**src/rtl/wb_trace_buffer_pkg.sv**
```systemverilog
// Shared field layout of a trace entry: {cyc, me, we, rd[4:0], result[31:0]}.
// Latency: n/a (types and constants only).
// Backpressure: n/a.
package wb_trace_buffer_pkg;

    // Bit offsets of the entry fields, counted from the LSB.
    localparam int RES_LSB   = 0;
    localparam int RES_W     = 32;
    localparam int RD_LSB    = 32;
    localparam int RD_W      = 5;
    localparam int WE_BIT    = 37;
    localparam int ME_BIT    = 38;
    localparam int CYC_LSB   = 39;

    // Everything below the cycle stamp.
    localparam int PAYLOAD_W = CYC_LSB;

    // Payload portion of an entry. The first field is the MSB, which makes the
    // packed layout match the offsets above.
    typedef struct packed {
        logic             me;
        logic             we;
        logic [RD_W-1:0]  rd;
        logic [RES_W-1:0] result;
    } trace_payload_t;

    // Full entry width for a given cycle-stamp width.
    function automatic int entry_w(input int cyc_w);
        return cyc_w + PAYLOAD_W;
    endfunction

endpackage

```
**src/rtl/wb_trace_buffer_if.sv**
```systemverilog
// Debug-event inputs plus the valid/ready drain port of the trace buffer.
// Latency: n/a (wiring only).
// Backpressure: out_ready_i stalls the head entry; the debug side has no backpressure.
//
// Signals:
//   dbg_result_i / dbg_rd_i / dbg_we_i / dbg_me_i : retirement info from the core
//   out_valid_o / out_ready_i / out_entry_o        : FWFT drain handshake
// master = core/host side, slave = trace buffer.
interface wb_trace_buffer_if #(
    parameter int CYC_W = 24
);
    import wb_trace_buffer_pkg::*;

    logic [31:0]                  dbg_result_i;
    logic [4:0]                   dbg_rd_i;
    logic                         dbg_we_i;
    logic                         dbg_me_i;
    logic                         out_valid_o;
    logic                         out_ready_i;
    logic [CYC_W+PAYLOAD_W-1:0]   out_entry_o;

    modport master (
        output dbg_result_i, dbg_rd_i, dbg_we_i, dbg_me_i, out_ready_i,
        input  out_valid_o, out_entry_o
    );

    modport slave (
        input  dbg_result_i, dbg_rd_i, dbg_we_i, dbg_me_i, out_ready_i,
        output out_valid_o, out_entry_o
    );

endinterface

```
**src/rtl/wb_trace_buffer_fifo.sv**
```systemverilog
// Generic first-word-fall-through FIFO with level/full and a synchronous clear.
// Latency: a push is visible on head_dat the cycle after the write edge.
// Backpressure: push is ignored when full unless a pop happens in the same cycle; clr wins.
//
// Ports: clk, rst (async active-low), clr, push/push_dat, pop, valid/head_dat, level, full.
module trace_fifo #(
    parameter int WIDTH = 8,
    parameter int DEPTH = 16
) (
    input  logic                     clk,
    input  logic                     rst,
    input  logic                     clr,
    input  logic                     push,
    input  logic [WIDTH-1:0]         push_dat,
    input  logic                     pop,
    output logic                     valid,
    output logic [WIDTH-1:0]         head_dat,
    output logic [$clog2(DEPTH):0]   level,
    output logic                     full
);
    localparam int AW = $clog2(DEPTH);

    logic [WIDTH-1:0] mem [DEPTH];
    logic [AW:0]      wr_ptr;
    logic [AW:0]      rd_ptr;
    logic [WIDTH-1:0] last_q;
    logic             empty;
    logic             pop_ok;
    logic             push_ok;

    // Extra MSB on each pointer separates full from empty when the indices match.
    assign empty   = (wr_ptr == rd_ptr);
    assign full    = (wr_ptr[AW] != rd_ptr[AW]) && (wr_ptr[AW-1:0] == rd_ptr[AW-1:0]);
    assign pop_ok  = pop & ~empty;
    assign push_ok = push & (~full | pop_ok);
    assign level   = wr_ptr - rd_ptr;
    assign valid   = ~empty;

    // Storage is left unreset. Nothing in mem is observable until a push has
    // written it, so a reset would not change any output.
    always_ff @(posedge clk) begin
        if (push_ok && !clr) begin
            mem[wr_ptr[AW-1:0]] <= push_dat;
        end
    end

    always_ff @(posedge clk or negedge rst) begin
        if (!rst) begin
            wr_ptr <= '0;
            rd_ptr <= '0;
        end else if (clr) begin
            wr_ptr <= '0;
            rd_ptr <= '0;
        end else begin
            if (push_ok) wr_ptr <= wr_ptr + 1'b1;
            if (pop_ok)  rd_ptr <= rd_ptr + 1'b1;
        end
    end

    // Tracks the value shown while valid. After the FIFO empties, the output
    // keeps that value instead of exposing a stale slot.
    always_ff @(posedge clk or negedge rst) begin
        if (!rst) begin
            last_q <= '0;
        end else if (!empty) begin
            last_q <= mem[rd_ptr[AW-1:0]];
        end
    end

    assign head_dat = empty ? last_q : mem[rd_ptr[AW-1:0]];

endmodule

```
**src/rtl/wb_trace_buffer.sv**
```systemverilog
// Captures core retirement events (reg/mem writes) with a cycle stamp into a FWFT trace FIFO.
// Latency: event sampled at edge N is at the head (if the FIFO was empty) right after edge N.
// Backpressure: the core is never stalled; events arriving while full are dropped and counted.
//
// Ports: clk, rst (async active-low), enable_i, flush_i, bus (wb_trace_buffer_if.slave),
//        level_o, drop_cnt_o (saturating), full_o.
// Build option WB_TRACE_X0_FILTER_EN: register writes to x0 that carry no memory write
// are not treated as events. They are neither captured nor counted as drops.
module wb_trace_buffer
    import wb_trace_buffer_pkg::*;
#(
    parameter int DEPTH  = 16,
    parameter int CYC_W  = 24,
    parameter int DROP_W = 16
) (
    input  logic                    clk,
    input  logic                    rst,
    input  logic                    enable_i,
    input  logic                    flush_i,
    wb_trace_buffer_if.slave        bus,
    output logic [$clog2(DEPTH):0]  level_o,
    output logic [DROP_W-1:0]       drop_cnt_o,
    output logic                    full_o
);
    localparam int ENTRY_W = CYC_W + PAYLOAD_W;

    logic [CYC_W-1:0]   cyc_q;
    logic [DROP_W-1:0]  drop_q;
    logic               x0_noise;
    logic               is_event;
    logic               pop;
    logic               push;
    logic               drop;
    trace_payload_t     payload;
    logic [ENTRY_W-1:0] entry;

    // Free-running stamp. It counts edges since reset release and ignores flush.
    always_ff @(posedge clk or negedge rst) begin
        if (!rst) cyc_q <= '0;
        else      cyc_q <= cyc_q + 1'b1;
    end

`ifdef WB_TRACE_X0_FILTER_EN
    assign x0_noise = bus.dbg_we_i & ~bus.dbg_me_i & (bus.dbg_rd_i == 5'd0);
`else
    assign x0_noise = 1'b0;
`endif

    assign is_event = enable_i & (bus.dbg_we_i | bus.dbg_me_i) & ~x0_noise;

    // A pop frees a slot in the same cycle, so a full FIFO still accepts a
    // push when the head is consumed.
    assign pop  = bus.out_valid_o & bus.out_ready_i;
    assign push = is_event & (~full_o | pop) & ~flush_i;
    assign drop = is_event & full_o & ~pop & ~flush_i;

    always_ff @(posedge clk or negedge rst) begin
        if (!rst) begin
            drop_q <= '0;
        end else if (flush_i) begin
            drop_q <= '0;
        end else if (drop && !(&drop_q)) begin
            drop_q <= drop_q + 1'b1;
        end
    end

    assign payload.me     = bus.dbg_me_i;
    assign payload.we     = bus.dbg_we_i;
    assign payload.rd     = bus.dbg_rd_i;
    assign payload.result = bus.dbg_result_i;
    assign entry          = {cyc_q, payload};

    trace_fifo #(
        .WIDTH (ENTRY_W),
        .DEPTH (DEPTH)
    ) u_fifo (
        .clk      (clk),
        .rst      (rst),
        .clr      (flush_i),
        .push     (push),
        .push_dat (entry),
        .pop      (pop),
        .valid    (bus.out_valid_o),
        .head_dat (bus.out_entry_o),
        .level    (level_o),
        .full     (full_o)
    );

    assign drop_cnt_o = drop_q;

endmodule
```
**src/flat_wrapper.sv**
```systemverilog
// flat-port wrapper written by rule: the top's interface ports become plain ports
module wb_trace_buffer_flat import wb_trace_buffer_pkg::*;
#(
    parameter int DEPTH  = 16,
    parameter int CYC_W  = 24,
    parameter int DROP_W = 16
)
  (clk, rst, enable_i, flush_i, level_o, drop_cnt_o, full_o, bus_dbg_result_i, bus_dbg_rd_i, bus_dbg_we_i, bus_dbg_me_i, bus_out_ready_i, bus_out_valid_o, bus_out_entry_o);
  wb_trace_buffer_if #(.CYC_W(CYC_W)) bus_i ();
  input  logic clk;
  input  logic rst;
  input  logic enable_i;
  input  logic flush_i;
  output logic [$clog2(DEPTH):0] level_o;
  output logic [DROP_W-1:0] drop_cnt_o;
  output logic full_o;
  input wire logic [$bits(bus_i.dbg_result_i)-1:0] bus_dbg_result_i;
  input wire logic [$bits(bus_i.dbg_rd_i)-1:0] bus_dbg_rd_i;
  input wire logic [$bits(bus_i.dbg_we_i)-1:0] bus_dbg_we_i;
  input wire logic [$bits(bus_i.dbg_me_i)-1:0] bus_dbg_me_i;
  input wire logic [$bits(bus_i.out_ready_i)-1:0] bus_out_ready_i;
  output wire logic [$bits(bus_i.out_valid_o)-1:0] bus_out_valid_o;
  output wire logic [$bits(bus_i.out_entry_o)-1:0] bus_out_entry_o;
  assign bus_i.dbg_result_i = bus_dbg_result_i;
  assign bus_i.dbg_rd_i = bus_dbg_rd_i;
  assign bus_i.dbg_we_i = bus_dbg_we_i;
  assign bus_i.dbg_me_i = bus_dbg_me_i;
  assign bus_i.out_ready_i = bus_out_ready_i;
  assign bus_out_valid_o = bus_i.out_valid_o;
  assign bus_out_entry_o = bus_i.out_entry_o;
  wb_trace_buffer #(.DEPTH(DEPTH), .CYC_W(CYC_W), .DROP_W(DROP_W)) u_core (.clk(clk), .rst(rst), .enable_i(enable_i), .flush_i(flush_i), .bus(bus_i), .level_o(level_o), .drop_cnt_o(drop_cnt_o), .full_o(full_o));
endmodule
```
**config.mk**
```make
export PLATFORM = sky130hd
export DESIGN_NAME = wb_trace_buffer_flat
export DESIGN_NICKNAME = d
export VERILOG_FILES = /design/src/rtl/wb_trace_buffer_pkg.sv /design/src/rtl/wb_trace_buffer_if.sv /design/src/rtl/wb_trace_buffer_fifo.sv /design/src/rtl/wb_trace_buffer.sv /design/src/flat_wrapper.sv
export SDC_FILE = /design/constraint.sdc
export NUM_CORES = 1
export LEC_CHECK = 0
export CORE_ASPECT_RATIO = 2
export CORE_UTILIZATION = 41
export DETAILED_ROUTE_END_ITERATION = 12
export SKIP_CTS_REPAIR_TIMING = 1
export SLEW_MARGIN = 25
export SYNTH_ARGS = -nofsm -noshare
export SYNTH_HDL_FRONTEND = slang
export SYNTH_SLANG_ARGS = --single-unit
```
**constraint.sdc**
```tcl
create_clock -name clk -period 8.5 [get_ports clk]
set_input_delay 1.7 -clock clk [delete_from_list [all_inputs] [get_ports clk]]
set_output_delay 1.7 -clock clk [all_outputs]
set_load 0.02 [all_outputs]
```
==> summary.md <==
| Metric | Value |
|---|---|
| Starting DRT DRC Count | `1619` |
| ANT nets after route | `0` |
| Count of cell types in the netlist | `41` |
| Status | `complete, no violations` |
| Clock transition at path regs | `0.06 ns` |
| DR vias | `21700` |
| Synth Register Bits | `1121` |
| Clk sinks | `around 1100` |
| Total grt overflow | `0` |
| Top Family by Delay on Critical Path | `buffers and inverters` |
| Crit-path most repeated cell | `a21oi_1` |
| Root buf cell | `clkbuf_16` |
| Initial antenna violation count | `3` |
| Final setup margin | `~1.8 ns` |
| Post-synthesis sequential area ratio | `between 70 and 80%` |
| Die area | `105000 µm²` |
| Synth warn | `0` |
| WL final | `104000 µm` |
| Pins Over Slew Limit | `0` |
| Hold endpoint | `u_core.u_fifo.wr_ptr[4]$_DFFE_PN0P_` |
| H-tree depth | `3` |
| Nets | `between 2000 and 2500` |
| RSZ-0062 raised after global routing | `no` |
| Cell-by-cell trace of the critical path | `inv_1 > ha_1 > and4_1 > nand2_4 > buf_4 > o221ai_1 > a21oi_1 > a21oi_1 > clkdlybuf4s50_1` |
| Reg2Reg Setup Slack | `3.71 ns` |
| Arr. time, crit path | `5.03 ns` |
| Worst hold path cell count | `1` |
| Max Clk Rate | `about 0.15 GHz` |
| # rows | `between 150 and 200` |
| First-pass GRT wire length | `approximately 150000 µm` |
| Vias in the first global route | `23000` |
| Commonest cells post-synth | `1008 x edfxtp_1, 255 x mux2i_1, 141 x a21oi_1, 126 x mux4_2, 113 x dfrtp_1` |
| Layout fillers | `8461` |
| Post-Syn Area | `around 43000 µm²` |
| Max-slew headroom | `between 20% and 30%` |
| Clk buf depth | `3` |
| Core ar. | `approximately 100000 µm²` |
| Crit Reg-Reg Startpoint | `u_core.u_fifo.rd_ptr[3]$_DFFE_PN0P_` |
| Syn Nets | `about 2300` |
| Final Hold Fails | `0` |
| Die Y-Extent | `458 µm` |
| Maximum vdd drop | `between 150 and 200 µV` |
| Ratio of cells with drive above 1 in the final layout | `around 15%` |
| Initial Util | `around two fifths` |
| Max-cap check violation count | `0` |
| TritonCTS clock tree | `yes` |
| Crit Path Category | `reg -> out` |
| Worst path slowest cell | `dfrtp_2` |
| # setup viols final | `0` |
| Top_reg_cell synth | `edfxtp_1` |
| Buf/Inv on CP | `3` |
| Fin crit share | `around four fifths` |
| WL per Instance | `between 20 and 30 µm` |
| Dpl hpwl | `about 57000 µm` |
| Pwr dens | `roughly 260 nW/µm²` |
| Reg-to-reg endpoint | `u_core.u_fifo.mem[4][5]$_DFFE_PP_` |
| CP startpoint | `u_core.u_fifo.rd_ptr[3]$_DFFE_PN0P_` |
| Worst path required time | `between 6 and 7 ns` |
| R2R depth | `8` |
| Num CTS Buffers | `96` |
| Chip width | `approximately 230 µm` |
| Clk_skew | `between 0.02 and 0.025 ns` |
| Cell taking the most area after synthesis | `edfxtp_1` |
| Mapped Avg Cell Area | `around 19 µm²` |
| Final design area excluding fillers | `49200 µm²` |
| Placed Area | `45800 µm²` |
| All-Layer GR Usage | `roughly a fifth` |
| CP Capture Type | `output pin` |
| Async SR Flop Fraction | `10.1%` |
| Synth top area cells | `edfxtp_1 71%, mux4_2 6.7%, dfrtp_1 6.6%` |
| # IOs | `between 100 and 150` |
| Port Buf Inserts | `129` |
| Worst Max-Slew Pin Slew | `1.06 ns` |
| First-pass DRT Iterations | `5` |
| Hold path startpoint | `u_core.u_fifo.wr_ptr[4]$_DFFE_PN0P_` |
| Post-synth EDFFs | `slightly above 1000` |
| Crit-path max cell delay | `roughly 1.1 ns` |
| Min Tclk post-route | `between 6 and 7 ns` |
| Startpoint types | `flop` |
| Pin count of the biggest net entering global routing | `roughly 140` |
| Vias/cell | `between 5 and 6` |
| Cell with the most instances after synthesis | `edfxtp_1` |
| Worst-path fanout max | `48` |
| Leak Pwr | `15.6 nW` |
| Share of Yosys cell area claimed by the top area cell type | `a little under three quarters` |
| Setup tns final | `0 ns` |
| Layout area overhead | `15.2%` |
| Worst-Skew Late Latency | `~0.7 ns` |
| Hold Slack | `~0.53 ns` |
| Remaining DRCs | `0` |
| Class of the worst hold path | `reg -> reg` |
| Setup Slack @ Placement | `between 2 and 3 ns` |
| Synthesized instance count | `2237` |
| Final Wtd Congestion | `between 0.7 and 0.8` |
registers in the layout, indices dropped and copies added (netlist names):
signal,count
u_core.u_fifo.mem,1008
u_core.u_fifo.rd_ptr,5
u_core.u_fifo.last_q,63
u_core.drop_cnt_o,16
u_core.u_fifo.wr_ptr,5
u_core.cyc_q,24
per-layer routing:
metal | GRT usage (%) | routed length, µm | up-vias
met2 | 36.7 | 56900 | 609
met3 | 2.79 | 4740 | 137
met1 | 23.9 | 40200 | 11600
met5 | 0 | 27 | -
met4 | 5.58 | 2060 | 4
li1 | - | - | 9380
kinds of logic after synthesis:
group,synth area share [%]
muxes,12.7
buffers and inverters,1.32
AOI/OAI and AO/OA,5.34
and+or+nand+nor,2.11
adders and majority gates,0.369
xor gates and xnor gates,0.636
DFF,77.6
final cells by class:
cell class | count | area (µm²) | share of cell area (%)
antenna | 2 | 5.00 | 0.0102
sequential | 1121 | 33100 | 67.3
tap | 1352 | 1690 | 3.44
multi-input combinational | 976 | 9170 | 18.6
clock buffer | 132 | 2800 | 5.70
clock inverter | 48 | 510 | 1.04
timing repair buffer | 179 | 1820 | 3.69
inverter | 17 | 63.8 | 0.130
power breakdown:
part	leakage, nW	internal, W	switching, W	total, W
combinational	3.02	0.000795	0.00113	0.00192
clock	1.61	0.00259	0.00197	0.00457
sequential	11.0	0.00614	0.0000753	0.00622
worst reg2reg max path: stages (launching register included):
cell and delay [ns]:
dfrtp_2 1.05, inv_1 0.33, ha_1 0.44, nand4_1 0.12, or3_4 0.18, nor2b_1 0.42
nand2_1 0.34, nor2_4 0.61, buf_4 0.89
cell usage in the layout (no fill, tap or decap), types with 40 or more instances in the layout:
master	instances
edfxtp_1	1008
dfrtp_1	109
clkbuf_16	101
clkdlybuf4s50_1	128
a21oi_1	141
mux2i_1	255
a221oi_1	63
o221ai_1	62
buf_4	40
o21ai_0	72
nor2_1	85
mux4_2	126
through the flow:
step | power, W | util [%] | instances
6_report | 0.0127 | 47.5 | 3827
3_5_place_dp | 0.00829 | 44.3 | 3645
2_1_floorplan | 0.00746 | - | 2237
3_3_place_gp | 0.00827 | 44.2 | 3642
5_1_grt | 0.0131 | 47.5 | 3826
4_1_cts | 0.0129 | 47.5 | 3825
worst max path at each step:
stage                                              to  slack, ns  cells after the start
floorplan           u_core.u_fifo.mem[3][0]$_DFFE_PP_       0.96                      6
global placement                  bus_out_entry_o[47]       2.68                      8
detailed placement                bus_out_entry_o[57]       2.56                      9
CTS                               bus_out_entry_o[57]       1.79                      9
global route                      bus_out_entry_o[57]       1.60                      9
finish                            bus_out_entry_o[57]       1.77                      9
(Power assumes the default switching activity.)
